## src/rtl/serial_add.sv

```systemverilog
`default_nettype none
// ---------------------------------------------------------------------------
// serial_add : bit-serial ripple adder, one sum bit per clock, LSB first.
// Optional SERIAL_ADD_OVF_EN adds the signed-overflow flag. Rev 1.0
// ---------------------------------------------------------------------------
module serial_add #(
  parameter int WIDTH = 8
) (
  input  logic             clk,
  input  logic             rst_n,
  input  logic             start,
  input  logic [WIDTH-1:0] a,
  input  logic [WIDTH-1:0] b,
  input  logic             cin,
  output logic             busy,
  output logic             done,
  output logic [WIDTH-1:0] sum,
  output logic             cout,
  output logic             ovf
);

  localparam int CNT_W = (WIDTH > 1) ? $clog2(WIDTH) : 1;
  localparam logic [CNT_W-1:0] C_LAST = CNT_W'(WIDTH - 1);

  typedef enum logic [1:0] {
    IDLE = 2'd0,
    RUN  = 2'd1,
    DONE = 2'd2
  } state_t;

  state_t           state_q, state_d;
  logic [WIDTH-1:0] a_q, a_d;
  logic [WIDTH-1:0] b_q, b_d;
  logic [WIDTH-1:0] acc_q, acc_d;
  logic [CNT_W-1:0] cnt_q, cnt_d;
  logic             carry_q, carry_d;
  logic             busy_q, busy_d;
  logic             done_q, done_d;
  logic [WIDTH-1:0] sum_q, sum_d;
  logic             cout_q, cout_d;

  logic ha0_s, ha0_c, ha1_s, ha1_c;
  logic load;
  logic last_bit;

  // Single-bit slice: two cascaded half adders plus the carry flop.
  always_comb begin
    ha0_s = a_q[0] ^ b_q[0];
    ha0_c = a_q[0] & b_q[0];
    ha1_s = ha0_s ^ carry_q;
    ha1_c = ha0_s & carry_q;
  end

  always_comb begin
    state_d  = state_q;
    a_d      = a_q;
    b_d      = b_q;
    acc_d    = acc_q;
    cnt_d    = cnt_q;
    carry_d  = carry_q;
    load     = 1'b0;
    last_bit = 1'b0;

    case (state_q)
      IDLE, DONE: begin
        state_d = IDLE;
        if (start) begin
          load    = 1'b1;
          state_d = RUN;
          a_d     = a;
          b_d     = b;
          carry_d = cin;
          cnt_d   = '0;
          acc_d   = '0;
        end
      end
      RUN: begin
        acc_d    = {ha1_s, acc_q[WIDTH-1:1]};
        a_d      = a_q >> 1;
        b_d      = b_q >> 1;
        carry_d  = ha0_c | ha1_c;
        cnt_d    = cnt_q + 1'b1;
        last_bit = (cnt_q == C_LAST);
        if (last_bit) begin
          state_d = DONE;
        end
      end
      default: state_d = IDLE;
    endcase

    // Outputs trail the state by one clock so done lands WIDTH+1 after start.
    busy_d = (state_q == RUN);
    done_d = (state_q == DONE);
    sum_d  = acc_q;
    cout_d = carry_q;
  end

  always_ff @(posedge clk or negedge rst_n) begin
    if (!rst_n) begin
      state_q <= IDLE;
      a_q     <= '0;
      b_q     <= '0;
      acc_q   <= '0;
      cnt_q   <= '0;
      carry_q <= 1'b0;
      busy_q  <= 1'b0;
      done_q  <= 1'b0;
      sum_q   <= '0;
      cout_q  <= 1'b0;
    end else begin
      state_q <= state_d;
      a_q     <= a_d;
      b_q     <= b_d;
      acc_q   <= acc_d;
      cnt_q   <= cnt_d;
      carry_q <= carry_d;
      busy_q  <= busy_d;
      done_q  <= done_d;
      sum_q   <= sum_d;
      cout_q  <= cout_d;
    end
  end

`ifdef SERIAL_ADD_OVF_EN
  logic msb_cin_q, msb_cin_d;
  logic ovf_q, ovf_d;

  // Carry entering the MSB is the carry register just before the last bit.
  always_comb begin
    msb_cin_d = msb_cin_q;
    if (load) begin
      msb_cin_d = 1'b0;
    end else if (last_bit) begin
      msb_cin_d = carry_q;
    end
    ovf_d = msb_cin_q ^ carry_q;
  end

  always_ff @(posedge clk or negedge rst_n) begin
    if (!rst_n) begin
      msb_cin_q <= 1'b0;
      ovf_q     <= 1'b0;
    end else begin
      msb_cin_q <= msb_cin_d;
      ovf_q     <= ovf_d;
    end
  end

  assign ovf = ovf_q;
`else
  assign ovf = 1'b0;
`endif

  assign busy = busy_q;
  assign done = done_q;
  assign sum  = sum_q;
  assign cout = cout_q;

endmodule
`default_nettype wire

```

## config.mk

```make
export PLATFORM = sky130hd
export DESIGN_NAME = serial_add
export DESIGN_NICKNAME = d
export VERILOG_FILES = /design/src/rtl/serial_add.sv
export SDC_FILE = /design/constraint.sdc
export NUM_CORES = 1
export LEC_CHECK = 0
export BUFFER_PORTS_ARGS = -buffer_cell sky130_fd_sc_hd__buf_2
export CAP_MARGIN = 15
export CORE_MARGIN = 4
export CORE_UTILIZATION = 25
export CTS_BUF_LIST = sky130_fd_sc_hd__clkbuf_4 sky130_fd_sc_hd__clkbuf_8
export DETAILED_ROUTE_END_ITERATION = 10
export SLEW_MARGIN = 20
export SYNTH_ARGS = -nofsm -noshare
export SYNTH_HDL_FRONTEND = slang
export SYNTH_SLANG_ARGS = --single-unit
```

## constraint.sdc

```tcl
create_clock -name clk -period 1.8 [get_ports clk]
set_input_delay 0.09 -clock clk [delete_from_list [all_inputs] [get_ports clk]]
set_output_delay 0.09 -clock clk [all_outputs]
set_load 0.1 [all_outputs]
```

Word level (Yosys, flattened, before mapping)
Index checks and enable logic that the tools add are counted.

word-level totals
  memory bits (read-only) = 0
  word-level logic and storage cells = 38
  output and inout port bits = 12
  register bits after elaboration = 41
  memories kept = 0
  bits in latches = 0
  input port bits = 20
  RAM bits = 0

cells by class
  reductions and logical operators = 4
  equality and inequality tests = 5
  muxes and demuxes = 13
  add/sub/neg operators = 1
  div/mod/pow operators = 0
  magnitude comparators = 0
  shift-type cells = 0
  bitwise gates (word level) = 5
  multipliers = 0

operator list
  kind                                                                     number
  8-bit one-hot mux with 2 select lines                                    3
  8-bit 2-to-1 mux                                                         3
  3-bit one-hot mux with 2 select lines                                    1
  2-bit one-hot mux with 2 select lines                                    1
  3-bit by 1-bit adder with 3-bit output, second input constant            1
  3-bit == test, second input constant                                     1
  3-bit 2-to-1 mux                                                         1
  1-bit AND                                                                2
  2-bit by 1-bit == test with 1-bit output, second input constant          1
  2-bit == test, second input constant                                     1
  2-bit logical NOT                                                        1
  1-bit 2-to-1 mux                                                         2
  2-bit 2-to-1 mux                                                         1
  2-bit by 1-bit inequality test with 1-bit output, second input constant  1
  2-bit inequality test, second input constant                             1
  1-bit one-hot mux with 2 select lines                                    1
  2-bit AND reduction                                                      1
  2-bit nonzero test                                                       1
  2-bit OR reduction                                                       1
  1-bit bitwise XOR                                                        2
  1-bit bitwise OR                                                         1

Logic depth before layout (Yosys ltp)
Gate-level depths: netlist of run 1.

  word-level depth = 4
  mapped depth = 7
  mapped depth without buffers = 5

Worst setup path after synthesis of run 1
Ideal clock, no wire load.

  path kind = reg-to-reg
  from = reg cnt_q[0]
  to = reg cnt_q[2]
  library setup time = 0.121 ns
  cell stages (with the launch flop) = 5
  period minus slack after synthesis = 1.370 ns
  data required time = 1.679 ns
  slack = 0.430 ns
  arrival time = 1.249 ns
  buffers on the path = 0
  cells stage by stage = dfrtp_1 > ha_1 > ha_1 > mux2_2 > a22o_1

on the way
  word-level cells in the longest chain between the ends = 2

ends and longest elaborated chain
  what                                    RTL line  source
  start, declared                         35        logic [CNT_W-1:0] cnt_q, cnt_d;
  start signal, assigned                  115       cnt_q <= cnt_d;
  3-bit by 1-bit adder with 3-bit output  82        cnt_d = cnt_q + 1'b1;
  3-bit one-hot mux with 2 select lines   64        case (state_q)

Every way passes these cells.
A chain may end at the register's enable or synchronous reset.

Worst setup path in the final report of run 1
Ends and elaborated chain as after synthesis.

==> impl_metrics.json, run 1 <==
{
  "clk_latency_ns": 0.29,
  "crit_buf_inv": 0,
  "core_sq_um": 6910,
  "cts_tree": "done",
  "htree_levels": 2,
  "initial_core_util": 0.263,
  "portBuffers": 30,
  "path_clk_slew_ns": 0.08,
  "drc": 0,
  "reg2reg_from": "cnt_q[0]",
  "cp.depth": 4,
  "syn2layout_area_growth_pct": 19.2,
  "fp.dieArea_sq_um": 8690,
  "core.rowCount": 30,
  "cts_inserted_buffers": 5,
  "slowest_stage": "dfrtp_1",
  "holdCritPathClass": "primary input to flop",
  "status": "completed",
  "pwr-share-seq": 0.375,
  "p_int_mw": 2.37,
  "ctsRootBufferMaster": "clkbuf_8",
  "critical_path_required_ns": 1.99,
  "io_pins": 32,
  "wl_mm": 3.43,
  "gp_congestion": 0.682,
  "crit_chain": "ha_1 > ha_1 > mux2_2 > a22o_1",
  "timing.final.crit_share": 0.795,
  "drt_pass1_iterations": 4,
  "drive_gt1_frac": 0.285,
  "ant_nets": 0,
  "grt_setup_unrepaired": "false",
  "p_comb_frac": 0.450,
  "fin_tns_setup_ns": 0,
  "antenna_found_initial": 0,
  "cp_top_family": "adder cells",
  "synth_nets": 176,
  "routedWlPerCell_um": 12.2,
  "peakVddDrop_mv": 0.421,
  "layout.cells.non_filler": 282,
  "drv_cap": 0,
  "syn-cell-area_sq_um": 1820,
  "regToRegEndpoint": "cnt_q[2]",
  "vias": 1206,
  "yosysUniqueCellTypes": 25,
  "r2r_cells": 4,
  "path_max_fanout": 3,
  "timing.final.crit_period_ns": 1.43,
  "cp-end-kind": "flop",
  "nets": 208,
  "cts_buffer_depth": 2,
  "ys_ff_latch": 41,
  "swShare": 0.441,
  "cts_sinks": 41,
  "worst_slew_pin_slew_ns": 0.691,
  "clock_skew_ns": 0.00648,
  "power_density_nw_per_um2": 1960,
  "grt_overflow": 0,
  "die_y_um": 93.2,
  "avgSynthCellArea_sq_um": 11.9,
  "dpl_cell_area_sq_um": 2040,
  "grt_first_pass_wirelength_mm": 5.67,
  "hold_depth": 2,
  "r2r_slack_ns": 0.37,
  "post-route-util": 0.313,
  "fillCellCount": 740,
  "timing.critical_path.mode_cell": "ha_1",
  "final-hold-violation-count": 0,
  "p_clk_frac": 0.175,
  "clock.fmax_ghz": 0.699,
  "synth_warnings": 0,
  "slowest_delay_ns": 0.42,
  "worstPathArrival_ns": 1.62,
  "dpl.hpwl_mm": 2.40,
  "synth_cells": 153,
  "viasPerCell": 4.28,
  "grt_usage": 0.0847,
  "hold_start": "b[7]",
  "synth-seq-area-share": 0.565,
  "grt_pass1_vias": 1195,
  "antennaDiodeCount": 0,
  "leakage_nw": 0.979,
  "drv_slew": 0,
  "fin_area_sq_um": 2160,
  "maxSlewHeadroom": 0.540,
  "grt_max_degree": 33,
  "initialDrtViolationCount": 60,
  "crit_path_start_kind": "flop",
  "switching_power_mw": 1.87,
  "place_inst": 273,
  "worstSetupPathType": "flop to flop",
  "die_w_um": 93.2,
  "p_total_mw": 4.24,
  "hold_path_end": "b_q[7]",
  "setup_violations": 0
}
==> layout make-up <==
cell class                      instances  area, sq um  area share
Tap cell                               96          120      0.0555
Sequential cell                        41         1030       0.474
Inverter                                5         21.3     0.00983
Clock inverter                          2         38.8      0.0179
Multi-Input combinational cell         95          677       0.313
Clock buffer                            6         76.3      0.0353
Timing Repair Buffer                   37          205      0.0948
==> cells by family (layout without fill, tap and decap cells) <==
logic type	count (synthesis)	after routing	share of synthesized area
xor gates and xnor gates	1	1	0.00483
DFF	41	41	0.565
buffers and inverters	17	50	0.0620
muxes	17	17	0.0986
and+or+nand+nor	34	34	0.0979
AOI/OAI and AO/OA	39	39	0.145
other	1	1	0.00207
adders and majority gates	3	3	0.0248
==> per-layer routing <==
metal | global-route usage | part of all wire | up-vias
li1 | - | - | 601
met2 | 0.127 | 0.46 | 26
met5 | 0 | 0 | -
met3 | 0.0330 | 0.059 | 8
met4 | 0.0366 | 0.018 | 0
met1 | 0.109 | 0.47 | 571
==> what timing repair did <==
action                                 CTS  global route
resized for setup                        0             0
hold buffers                             1             0
buffers inserted                         0             0
endpoints found under the hold margin   30             0
==> metrics by stage <==
step / setup WS [ns] / hold WS (ns)
after global routing: 0.263 / 0.0393
final: 0.369 / 0.0361
after detailed placement: 0.386 / 0.180
after CTS: 0.369 / 0.0288
after floorplan: 0.430 / -0.206
after global placement: 0.405 / 0.180
==> state kept, by name (all words and copies together), names as in the netlist <==
name and flops:
carry_q 1, b_q 8, a_q 8, cnt_q 3, sum 8, done 1, acc_q 8, state_q 2
cout 1, busy 1
==> Yosys cell counts <==
cell | n | share of area
nor2_1 | 9 | 0.019
mux2_2 | 7 | 0.043
nor3_1 | 6 | 0.017
o21ai_0 | 4 | 0.011
buf_2 | 1 | 0.0028
a21oi_1 | 10 | 0.028
buf_6 | 4 | 0.025
nand2_1 | 2 | 0.0041
conb_1 | 1 | 0.0021
a22o_1 | 10 | 0.048
a211oi_1 | 9 | 0.037
xnor2_1 | 1 | 0.0048
nand3_1 | 1 | 0.0028
fa_1 | 1 | 0.011
mux2i_1 | 10 | 0.055
clkbuf_1 | 3 | 0.0062
ha_1 | 2 | 0.014
dfrtp_1 | 41 | 0.57
nor2b_1 | 11 | 0.038
nand2b_1 | 4 | 0.014
inv_1 | 4 | 0.0083
inv_4 | 1 | 0.0034
and2_2 | 1 | 0.0041
o22ai_1 | 6 | 0.021
buf_4 | 4 | 0.017
==> power groups by stage <==
stage | registers, mW | logic (mW) | clock network (mW)
finish | 1.59 | 1.91 | 0.744
global placement | 1.60 | 1.89 | 0
floorplan | 2.23 | 0.990 | 0
CTS | 1.59 | 1.93 | 0.774
detailed placement | 1.61 | 1.92 | 0
global route | 1.65 | 2.08 | 0.816
==> cell usage in the layout (no fill, tap or decap) <==
cell	Yosys	layout
mux2i_1	10	10
dfrtp_1	41	41
mux2_2	7	7
and2_2	1	1
inv_1	4	4
inv_4	1	1
nor3_1	6	6
nor2_1	9	9
nand2b_1	4	4
clkbuf_8	0	5
bufinv_16	0	1
conb_1	1	1
buf_4	4	6
o22ai_1	6	6
a211oi_1	9	9
clkbuf_4	0	1
nor2b_1	11	11
clkinv_4	0	1
fa_1	1	1
a21oi_1	10	10
dlygate4sd3_1	0	1
xnor2_1	1	1
buf_2	1	30
ha_1	2	2
nand3_1	1	1
o21ai_0	4	4
a22o_1	10	10
nand2_1	2	2
==> worst register-to-register path, delay by kind of cell, from the launching register on <==
| kind | cells | cell delay (ns) |
|---|---|---|
| flip-flops | 1 | 0.42 |
| multiplexers | 1 | 0.26 |
| adder cells (fa/ha/maj) | 2 | 0.48 |
| AO/OA/AOI/OAI | 1 | 0.18 |
==> how the worst max path moves through the flow <==
stage,startpoint,to,slack [ns]
after floorplan,cnt_q[0],cnt_q[2],0.43
after global placement,cnt_q[0],cnt_q[2],0.40
after detailed placement,cnt_q[0],cnt_q[2],0.39
after CTS,cnt_q[0],cnt_q[2],0.37
after global routing,state_q[0],b_q[7],0.26
final,cnt_q[0],cnt_q[2],0.37
Note: power is estimated with default switching activity, not from simulation.
==> run 2, diff against run 1 <==
==> constraint.sdc (replaced) <==
create_clock -name clk -period 1.37 [get_ports clk]
set_input_delay 0.0685 -clock clk [delete_from_list [all_inputs] [get_ports clk]]
set_output_delay 0.0685 -clock clk [all_outputs]
set_load 0.1 [all_outputs]
==> run 2 against run 1 <==
Against the previous run:
- first-iteration DRC count shrank 67%
- sequential power grew 29%
- global-route usage is essentially flat
- clock skew grew 0.0017 ns
- largest cell class unchanged
- highest routed layer unchanged
==> impl_metrics.json, run 2 (synthesis gave the netlist of run 1 again) <==
{
  "status": "completed",
  "final_common_cell": "dfrtp_1",
  "die_y_um": 93.2,
  "grt_setup_unrepaired": "false",
  "reg2reg_from": "cnt_q[1]",
  "fin_tns_setup_ns": 0,
  "grt_pass1_vias": 1178,
  "drc": 0,
  "dpl_cell_area_sq_um": 2070,
  "hold_depth": 3,
  "crit_chain": "ha_2 > ha_4 > mux2_2 > a22o_1",
  "ctsRootBufferMaster": "clkbuf_8",
  "crit_buf_inv": 0,
  "initialDrtViolationCount": 20,
  "routedWlPerCell_um": 12.1,
  "htree_levels": 2,
  "timing.final.crit_share": 0.964,
  "layout.cells.non_filler": 287,
  "r2r_slack_ns": 0.05,
  "worst_slew_pin_slew_ns": 0.520,
  "cts_sinks": 41,
  "ant_nets": 0,
  "cp-end-kind": "flop",
  "post-route-util": 0.324,
  "slowest_delay_ns": 0.39,
  "worstSetupPathType": "flop to flop",
  "grt_overflow": 0,
  "power_density_nw_per_um2": 2560,
  "dpl.hpwl_mm": 2.32,
  "peakVddDrop_mv": 0.531,
  "cts_buffer_depth": 2,
  "grt_usage": 0.0851,
  "hold_start": "b[6]",
  "path_max_fanout": 2,
  "cp_top_family": "adder cells",
  "viasPerCell": 4.28,
  "path_clk_slew_ns": 0.09,
  "crit_path_start_kind": "flop",
  "cts_inserted_buffers": 5,
  "fin_area_sq_um": 2240,
  "r2r_cells": 4,
  "syn2layout_area_growth_pct": 23.2,
  "antenna_found_initial": 0,
  "antennaDiodeCount": 0,
  "drt_pass1_iterations": 4,
  "drv_cap": 0,
  "fp.dieArea_sq_um": 8690,
  "slowest_stage": "dfrtp_1",
  "regToRegEndpoint": "cnt_q[2]",
  "vias": 1229,
  "initial_core_util": 0.263,
  "io_pins": 32,
  "core_sq_um": 6910,
  "portBuffers": 30,
  "gp_congestion": 0.664,
  "setup_violations": 0,
  "critical_path_required_ns": 1.56,
  "clock.fmax_ghz": 0.757,
  "holdCritPathClass": "primary input to flop",
  "clk_latency_ns": 0.29,
  "nets": 213,
  "layout_common_cells": "41 x dfrtp_1, 30 x buf_2, 11 x nor2b_1",
  "leakage_nw": 1.00,
  "wl_mm": 3.47,
  "drive_gt1_frac": 0.319,
  "grt_first_pass_wirelength_mm": 5.82,
  "hold_path_end": "b_q[6]",
  "worstPathArrival_ns": 1.51,
  "place_inst": 275,
  "maxSlewHeadroom": 0.654,
  "timing.final.crit_period_ns": 1.32,
  "grt_max_degree": 42,
  "die_w_um": 93.2,
  "drv_slew": 0,
  "clock_skew_ns": 0.00818,
  "cts_tree": "done",
  "core.rowCount": 30,
  "final-hold-violation-count": 0
}
-- run 2: final cells by class --
type	count	area [sq um]
fillers	724	4670
flip-flops and latches	41	1030
multi-input cells	95	697
repair buffers	42	258
well taps	96	120
clock buffers	5	68.8
clock inverters	3	46.3
inverters	5	21.3
-- run 2: power breakdown --
part | internal, mW | total (mW) | leakage (nW) | switching [mW]
Sequential | 1.74 | 2.05 | 0.508 | 0.318
Clock | 0.545 | 0.979 | 0.0543 | 0.434
Combinational | 0.934 | 2.69 | 0.437 | 1.76
Total | 3.22 | 5.72 | 1.00 | 2.51
-- run 2: timing repair --
action	in CTS	in global routing
cloned	0	0
endpoints found under the hold margin	42	0
gates resized for setup	2	2
setup buffers	1	1
hold buffers	2	0
pin swaps	1	0
setup endpoints to repair	1	6
-- run 2: how the worst max path moves through the flow --
stage	from	end	slack, ns	cells after the start
CTS	cnt_q[1]	cnt_q[2]	0.05	4
detailed placement	cnt_q[0]	cnt_q[2]	-0.05	4
global placement	cnt_q[0]	cnt_q[2]	0.01	4
global route	cnt_q[1]	cnt_q[2]	0.01	4
floorplan	cnt_q[0]	cnt_q[2]	0.0002	4
finish	cnt_q[1]	cnt_q[2]	0.05	4
-- run 2: stage by stage --
stage               hold slack (ns)  setup slack [ns]  power, mW
finish                       0.0334            0.0495       5.72
global route                 0.0224           0.00979       6.14
CTS                          0.0219            0.0501       5.77
detailed placement            0.169           -0.0494       4.72
global placement              0.171            0.0150       4.65
floorplan                    -0.227          0.000203       4.23
-- run 2: routing by layer --
layer  GRT usage  wire length (um)  part of all wire
met1       0.115              1660              0.48
met2       0.124              1550              0.45
met3      0.0314               195             0.056
met4      0.0330                59             0.017
met5           0                 0                 0
-- run 2: worst min-delay path: stages --
cell and delay (ns):
buf_2 0.08, o22ai_1 0.05, nor2_1 0.09
==> run 3, diff against run 2 <==
--- a/config.mk
+++ b/config.mk
@@ -5,6 +5,7 @@
 export SDC_FILE = /design/constraint.sdc
 export NUM_CORES = 1
 export LEC_CHECK = 0
+export ABC_AREA = 1
 export BUFFER_PORTS_ARGS = -buffer_cell sky130_fd_sc_hd__buf_2
 export CAP_MARGIN = 15
 export CORE_MARGIN = 4
==> run 3 against run 2 <==
Against the previous run:
- hold slack better by 0.041 ns
- wire length up 0.37%
- utilization fell by 0.89 points
- critical path type unchanged
- critical endpoint is now acc_q[7]
- highest routed layer unchanged
==> impl_metrics.json, run 3 <==
{
  "status": "completed",
  "regToRegEndpoint": "acc_q[7]",
  "r2r_cells": 4,
  "core_sq_um": 7250,
  "pwr-share-seq": 0.335,
  "clk_latency_ns": 0.29,
  "antennaDiodeCount": 0,
  "core.rowCount": 31,
  "setup_violations": 0,
  "yosysTopAreaCell": "dfrtp_1",
  "ctsRootBufferMaster": "clkbuf_8",
  "grt_first_pass_wirelength_mm": 6.02,
  "power_density_nw_per_um2": 2700,
  "yosys-top-cells-area": "dfrtp_1 55%, nand2_1 13%, nand3_1 8.0%",
  "synth_warnings": 0,
  "synthFlopType": "dfrtp_1",
  "nets": 269,
  "grt_pass1_vias": 1375,
  "syn2layout_area_growth_pct": 21.9,
  "hold_path_end": "a_q[3]",
  "synth_edf_count": 0,
  "peakVddDrop_mv": 0.780,
  "final_common_cell": "nand2_1",
  "antenna_found_initial": 0,
  "multi_input_area_sq_um": 614,
  "p_comb_frac": 0.480,
  "ant_nets": 0,
  "gp_congestion": 0.749,
  "holdCritPathClass": "primary input to flop",
  "die_y_um": 94.6,
  "cts_inserted_buffers": 5,
  "cts_sinks": 41,
  "path_max_fanout": 2,
  "switching_power_mw": 2.85,
  "drt_pass1_iterations": 4,
  "io_pins": 32,
  "synth_nets": 232,
  "synth_top_area_share": 0.547,
  "final-hold-violation-count": 0,
  "regArea_sq_um": 1030,
  "p_int_mw": 3.32,
  "cp-end-kind": "flop",
  "timing.final.crit_share": 0.920,
  "crit_path_start_kind": "flop",
  "drc": 0,
  "r2r_slack_ns": 0.11,
  "clock_skew_ns": 0.00690,
  "cts_tree": "done",
  "portBuffers": 30,
  "synth_cells": 209,
  "wl_mm": 3.48,
  "vias": 1354,
  "grt_usage": 0.0882,
  "avgSynthCellArea_sq_um": 8.97,
  "critical_path_required_ns": 1.61,
  "synth.most_common_cell": "nand2_1",
  "grt_overflow": 0,
  "reg2reg_from": "a_q[0]",
  "die_w_um": 94.6,
  "use_met3": 0.0287,
  "grt_setup_unrepaired": "false",
  "use_met1": 0.105,
  "yosysUniqueCellTypes": 21,
  "grtUsageMet2": 0.143,
  "cts_buffer_depth": 2,
  "clock.fmax_ghz": 0.793,
  "worstSetupPathType": "flop to flop",
  "swShare": 0.462,
  "worstPathArrival_ns": 1.50,
  "initialDrtViolationCount": 57,
  "synth-seq-area-share": 0.547,
  "viasPerCell": 3.91,
  "fp.dieArea_sq_um": 8950,
  "grt_max_degree": 26,
  "fin_tns_setup_ns": 0,
  "leakage_nw": 1.27,
  "htree_levels": 2,
  "p_clk_frac": 0.185,
  "timing.hold.ws_ns": 0.0746,
  "drv_cap": 0,
  "async_flop_share": 1.00,
  "syn-cell-area_sq_um": 1870,
  "hold_depth": 5,
  "dpl_cell_area_sq_um": 2120,
  "fin_area_sq_um": 2280,
  "layout_common_cells": "66 x nand2_1, 41 x dfrtp_1, 34 x inv_1, 30 x nand3_1, 30 x buf_2",
  "drive_gt1_frac": 0.251,
  "drv_slew": 0,
  "routedWlPerCell_um": 10.1,
  "path_clk_slew_ns": 0.08,
  "hold_start": "a[3]",
  "fillCellCount": 787,
  "timing.final.crit_period_ns": 1.26,
  "top_usage_layer": "met2",
  "initial_core_util": 0.258,
  "synthTopCellsByCount": "66 x nand2_1, 41 x dfrtp_1, 34 x inv_1, 30 x nand3_1, 10 x nand2_2",
  "ys_ff_latch": 41,
  "ctsResizeCount": 0,
  "dpl.hpwl_mm": 2.38
}
run 3: timing repair:
action / in CTS / in global routing
buffers inserted: 0 / 0
endpoints found under the hold margin: 21 / 0
hold buffers: 3 / 0
run 3: per-stage QoR:
stage	worst slack [ns]	util	total power [mW]	instances
after global placement	0.130	0.292	5.01	335
after global routing	0.0524	0.315	6.69	346
after floorplan	0.143	-	4.64	209
after CTS	0.102	0.315	6.25	346
final	0.109	0.315	6.16	346
after detailed placement	0.117	0.292	5.09	335
run 3: area by class of cell:
type                    instances  area share
multi-input cells             122       0.269
inverters                      37      0.0652
well taps                      99      0.0542
repair buffers                 39       0.104
clock inverters                 3      0.0285
flip-flops and latches         41       0.449
clock buffers                   5      0.0301
run 3: worst max-delay path by stage:
| stage | slack (ns) | startpoint | to |
|---|---|---|---|
| floorplan | 0.14 | a_q[0] | acc_q[7] |
| global placement | 0.13 | b_q[0] | acc_q[7] |
| detailed placement | 0.12 | b_q[0] | acc_q[7] |
| CTS | 0.10 | b_q[0] | acc_q[7] |
| global route | 0.05 | state_q[0] | b_q[0] |
| finish | 0.11 | a_q[0] | acc_q[7] |
run 3: cells by family after synthesis:
kind of cell / synth area share
adders and majority gates: 0.0240
other: 0.00200
buffers and inverters: 0.125
AOI/OAI and AO/OA: 0.0127
DFF: 0.547
and+or+nand+nor: 0.289
run 3: power by group through the flow:
stage / clock (mW) / combinational [mW] / sequential [mW]
floorplan: 0 / 1.76 / 2.88
global placement: 0 / 2.93 / 2.07
detailed placement: 0 / 3.00 / 2.09
CTS: 1.17 / 3.01 / 2.07
global route: 1.22 / 3.32 / 2.15
finish: 1.14 / 2.96 / 2.06
run 3: layer usage:
metal,vias up,share of wire
li1,692,-
met1,622,0.45
met2,31,0.47
met3,9,0.058
met4,0,0.021
met5,-,0
run 3: critical path, cell delays in order, from the launching register on:
cell and delay (ns):
dfrtp_1 0.35, inv_1 0.06, fa_1 0.45, or2_2 0.29
nand2_1 0.06
